### src/rtl/ram_timing_pkg.sv
// Shared timing definitions for the DRAM refresh path: refresh-state
// encoding and the default interval constants for a 25 MHz system clock.
package ram_timing_pkg;

    typedef enum logic [1:0] {
        IDLE = 2'd0,
        REQ  = 2'd1,
        GAP  = 2'd2
    } ref_state_e;

    localparam int REF_PERIOD_25MHZ = 390;  // 15.6 us at 25 MHz
    localparam int URG_DELAY_DEF    = 128;
    localparam int MAX_DEBT_DEF     = 7;
    localparam int URG_DEBT_DEF     = 2;

endpackage

### src/rtl/ref_prescaler.sv
// Free-running modulo-PERIOD counter. tick_o is high for the one cycle in
// which the count sits at PERIOD-1, so the first tick is consumed on the
// PERIOD-th rising edge after reset is released.
module ref_prescaler #(
    parameter int PERIOD = 390,
    localparam int W     = $clog2(PERIOD)
) (
    input  logic clk_i,
    input  logic rst_i,
    output logic tick_o
);

    localparam logic [W-1:0] LAST = W'(PERIOD - 1);
    localparam logic [W-1:0] ONE  = W'(1);

    logic [W-1:0] cnt_q;

    assign tick_o = (cnt_q == LAST);

    // Count up and wrap to zero after the terminal value.
    always_ff @(posedge clk_i or posedge rst_i) begin
        if (rst_i) begin
            cnt_q <= '0;
        end else if (tick_o) begin
            cnt_q <= '0;
        end else begin
            cnt_q <= cnt_q + ONE;
        end
    end

endmodule

### src/rtl/ram_refresh_timer.sv
// Refresh request generator for the DRAM controller. Tracks a saturating
// count of owed refreshes (debt), raises RefReq while debt is owed, drops it
// for one cycle after each RefAck so the controller's done-latch re-arms,
// and escalates to RefUrg when a request has aged or debt has piled up.
module ram_refresh_timer
    import ram_timing_pkg::*;
#(
    parameter int REF_PERIOD = REF_PERIOD_25MHZ,
    parameter int URG_DELAY  = URG_DELAY_DEF,
    parameter int URG_DEBT   = URG_DEBT_DEF,
    parameter int MAX_DEBT   = MAX_DEBT_DEF,
    localparam int DW        = $clog2(MAX_DEBT + 1),
    localparam int AW        = $clog2(URG_DELAY + 1)
) (
    input  logic          CLK,
    input  logic          RST,
    input  logic          RefAck,
    output logic          RefReq,
    output logic          RefUrg,
    output logic          RefMiss,
    output logic [DW-1:0] RefDebt
);

    localparam logic [DW-1:0] DEBT_MAX = DW'(MAX_DEBT);
    localparam logic [DW-1:0] DEBT_URG = DW'(URG_DEBT);
    localparam logic [DW-1:0] DEBT_ONE = DW'(1);
    localparam logic [AW-1:0] AGE_MAX  = AW'(URG_DELAY);
    localparam logic [AW-1:0] AGE_ONE  = AW'(1);

    logic          tick;
    logic          ack_eff;
    ref_state_e    state_q, state_d;
    logic [DW-1:0] debt_q, debt_d;
    logic [AW-1:0] age_q, age_d;
    logic          miss_q, miss_d;
    logic          req_q, req_d;
    logic          urg_q, urg_d;

    ref_prescaler #(
        .PERIOD (REF_PERIOD)
    ) u_prescaler (
        .clk_i  (CLK),
        .rst_i  (RST),
        .tick_o (tick)
    );

    // Next-state logic: debt bookkeeping, request state and age counter.
    always_comb begin
        // An ack only retires debt when a request could have been outstanding;
        // acks in IDLE or with nothing owed are dropped entirely.
        ack_eff = RefAck && (state_q != IDLE) && (debt_q != '0);

        debt_d = debt_q;
        miss_d = miss_q;
        if (tick && !ack_eff) begin
            if (debt_q == DEBT_MAX) begin
                miss_d = 1'b1;
            end else begin
                debt_d = debt_q + DEBT_ONE;
            end
        end else if (ack_eff && !tick) begin
            debt_d = debt_q - DEBT_ONE;
        end

        state_d = state_q;
        age_d   = '0;
        case (state_q)
            // Raise the request one cycle after the tick that created debt.
            IDLE: begin
                if (debt_q != '0) begin
                    state_d = REQ;
                end
            end
            REQ: begin
                if (RefAck) begin
                    state_d = GAP;
                end else if (age_q == AGE_MAX) begin
                    age_d = age_q;
                end else begin
                    age_d = age_q + AGE_ONE;
                end
            end
            // Look at post-update debt so a tick or ack landing in the gap
            // is reflected in where we go next.
            GAP: begin
                state_d = (debt_d != '0) ? REQ : IDLE;
            end
            default: begin
                state_d = IDLE;
            end
        endcase

        req_d = (state_d == REQ);
        urg_d = req_d && ((age_d == AGE_MAX) || (debt_d >= DEBT_URG));
    end

    // State and registered strobe outputs.
    always_ff @(posedge CLK or posedge RST) begin
        if (RST) begin
            state_q <= IDLE;
            debt_q  <= '0;
            age_q   <= '0;
            miss_q  <= 1'b0;
            req_q   <= 1'b0;
            urg_q   <= 1'b0;
        end else begin
            state_q <= state_d;
            debt_q  <= debt_d;
            age_q   <= age_d;
            miss_q  <= miss_d;
            req_q   <= req_d;
            urg_q   <= urg_d;
        end
    end

    assign RefReq  = req_q;
    assign RefUrg  = urg_q;
    assign RefMiss = miss_q;
    assign RefDebt = debt_q;

endmodule

### config.mk
export PLATFORM = sky130hd
export DESIGN_NAME = ram_refresh_timer
export DESIGN_NICKNAME = d
export VERILOG_FILES = /design/src/rtl/ram_timing_pkg.sv /design/src/rtl/ref_prescaler.sv /design/src/rtl/ram_refresh_timer.sv
export SDC_FILE = /design/constraint.sdc
export NUM_CORES = 1
export LEC_CHECK = 0
export BUFFER_PORTS_ARGS = -buffer_cell sky130_fd_sc_hd__buf_2
export CELL_PAD_IN_SITES_DETAIL_PLACEMENT = 1
export CELL_PAD_IN_SITES_GLOBAL_PLACEMENT = 2
export CORE_ASPECT_RATIO = 0.9
export CORE_MARGIN = 5
export CORE_UTILIZATION = 41
export DETAILED_ROUTE_END_ITERATION = 12
export PLACE_DENSITY_LB_ADDON = 0.12
export SLEW_MARGIN = 20
export SYNTH_ARGS = -nofsm -noshare
export SYNTH_HDL_FRONTEND = slang
export SYNTH_SLANG_ARGS = --single-unit
### constraint.sdc
create_clock -name CLK -period 5.1 [get_ports CLK]
set_clock_uncertainty 0.1 [all_clocks]
set_input_delay 1.53 -clock CLK [delete_from_list [all_inputs] [get_ports CLK]]
set_output_delay 1.53 -clock CLK [all_outputs]
set_load 0.01 [all_outputs]
==> metrics <==
Die ar. 0.00453 mm2; clock slew at reported path FFs 0.09 ns; via/cell ratio 5.12; count of final setup violators 0; Startpoint Class flop; Post-CTS Hold Buffers 0; initial core utilization 43.3%; hpwl dp 1.95 mm; Leakage Power 0.649 nW; worst min-delay path class reg2reg; syn_nets 140; CP arrival 0.88 ns; worst slew pin tran 0.900 ns; worst-skew pair later-pin latency 0.27 ns; Setup WS pre-CTS 2.39 ns; Total GRT Usage 12.9%; total CTS buffers 3; max-cap viol count 0; Final Hold Vio Count 0; Sink Count 25; FF+latch count, synth 25; CTS tree done; Reg area 626 um2; Rel. slew slack 39.6%; layout cells sized above 1 17.0%; GRT overflow 0; Worst Path Required 3.47 ns; most frequent cells in the layout dfrtp_1 (25), nor2_1 (19), nand3_1 (9), xor2_1 (9); post-synthesis cell count 130; RSZ-0062 raised after global routing no; Post-Syn Area 0.00135 mm2; fin area 0.00148 mm2; VDD IR-drop max 0.221 mV; die height 64.4 um; Slew Limit Fails 0; I/O pin count 9; CP Class reg2out; post-CTS setup buffers 0; Crit path max-delay family flip-flops; Placer Congestion 0.790; worst-path fanout max 5; Final Worst Setup Slack 2.59 ns; Yosys warning total 0; post-CTS sizing 0; Longest Clk Path Bufs 2; pwr/cell area 399 mW/mm2; clock period minus worst slack 2.51 ns; max incr delay on CP 0.45 ns; core area 0.00311 mm2; setup total negative slack 0 ns; root buf cell clkbuf_8; Cell Area, Placed 0.00144 mm2; Detailed Route WL 2.64 mm; Multi-input gate area 684 um2; vias after detailed routing 937; IO Port Bufs 8; slowest CP cell dfrtp_1; max layer used met4; non-filler instance count after layout 183; Layout fillers 369; Tcrit/Tclk final 49.3%; Iter 0 DRT Violations 45; Yosys cell types 38; Area growth, synth to finish 10.0%; routed wl met2 1.23 mm; Setup crit end kind output pin; commonest non-fill, non-tap cell in the layout dfrtp_1; fmax 398 MHz; Antenna Violating Nets Remaining 0; met1 WL 1.33 mm; vias in the first global route 1,015; first-pass GRT wire length 4.70 mm; row count 19; crit path cell chain buf_2; met3 WL post-DR 66 um; drc violations 0; Nets 152; Mean Syn Cell Area 10.4 um2; Pre-antenna DRT Iters 4; Seq/Total Area, Yosys 46.4%; chip width 70.4 um; Cells after DPL 179; reg2reg setup slack 2.95 ns; Diodes inserted 0; antenna violations before repair 0; H-tree depth 1; pin count of the biggest net entering global routing 26; Critical path buffers and inverters 1; status complete, no violations; drt wl/cell 14.4 um
[synth_stat cells]
master | count | area, um2
and3_1 | 4 | 25.0
nand4_4 | 1 | 21.3
ha_1 | 7 | 87.6
xor2_1 | 9 | 78.8
and2_1 | 2 | 12.5
nand2b_2 | 1 | 8.76
xnor2_1 | 7 | 61.3
nand2b_1 | 1 | 6.26
or2_1 | 1 | 6.26
o221ai_2 | 1 | 15.0
a31o_2 | 1 | 8.76
o21ai_1 | 3 | 15.0
o21ai_0 | 3 | 15.0
nor3_4 | 1 | 16.3
or2b_2 | 1 | 8.76
nand2_1 | 4 | 15.0
mux2i_2 | 1 | 13.8
and3b_1 | 1 | 8.76
nor4b_1 | 1 | 8.76
or4_4 | 1 | 11.3
a32o_1 | 1 | 10.0
inv_1 | 9 | 33.8
o211ai_2 | 1 | 12.5
mux2i_1 | 1 | 10.0
a31oi_1 | 2 | 12.5
nand3_1 | 9 | 45.0
and3_2 | 1 | 7.51
nor2_4 | 1 | 11.3
o2111ai_1 | 1 | 8.76
nor2b_1 | 2 | 12.5
clkbuf_1 | 1 | 3.75
a31o_1 | 1 | 8.76
dfrtp_1 | 25 | 626
a21oi_1 | 2 | 10.0
nor2_2 | 1 | 6.26
nor2_1 | 19 | 71.3
nand3b_1 | 1 | 7.51
nand4_1 | 1 | 6.26
[logic make-up after synthesis]
family	count (synthesis)	share of synthesized area, %
DFF	25	46.4
xor gates and xnor gates	16	10.4
adders and majority gates	7	6.50
AOI/OAI and AO/OA	16	8.63
and+or+nand+nor	54	23.5
buffers and inverters	10	2.79
muxes	2	1.76
[cell type report]
cell class,instances,share of cell area [%]
multi-input cells,95,46.2
flip-flops and latches,25,42.2
well taps,42,3.54
clock buffers,3,2.78
repair buffers,8,2.70
inverters,9,2.28
clock inverters,1,0.338
[registers in the layout, summed over array words and instances, names as in the netlist]
| register | cells |
|---|---|
| RefDebt | 3 |
| u_prescaler.cnt_q | 9 |
| RefUrg | 1 |
| RefReq | 1 |
| age_q | 8 |
| state_q | 2 |
| RefMiss | 1 |
[power by group]
part           total [mW]  internal, mW  switching (mW)  leakage (nW)
sequential          0.266         0.229          0.0370         0.320
combinational       0.208        0.0861           0.122         0.303
clock               0.118        0.0546          0.0633        0.0255
total               0.592         0.370           0.222         0.649
[layer usage]
metal / GRT usage [%] / vias up
li1: - / 465
met4: 2.15 / 0
met1: 17.3 / 460
met3: 3.29 / 2
met5: 0 / -
met2: 21.3 / 10
[through the flow]
step	util, %	total power [mW]	hold WS [ns]
after CTS	47.6	0.603	0.376
after detailed placement	46.1	0.480	0.355
after floorplan	-	0.413	0.361
final	47.6	0.592	0.371
after global placement	46.1	0.473	0.345
after global routing	47.6	0.642	0.399
[worst paths after layout]
check                                                  to                      startpoint  depth (start not counted)
max in group asynchronous              age_q[7]$_DFF_PP0_                             RST                          2
min                                   RefMiss$_DFFE_PP0P_             RefMiss$_DFFE_PP0P_                          1
min reg2reg                           RefMiss$_DFFE_PP0P_             RefMiss$_DFFE_PP0P_                          1
min in group asynchronous  u_prescaler.cnt_q[2]$_DFF_PP0_                             RST                          2
max                                            RefDebt[1]            RefDebt[1]$_DFF_PP0_                          1
max reg2reg                          state_q[0]$_DFF_PP0_  u_prescaler.cnt_q[3]$_DFF_PP0_                          6
(Power assumes the default switching activity.)
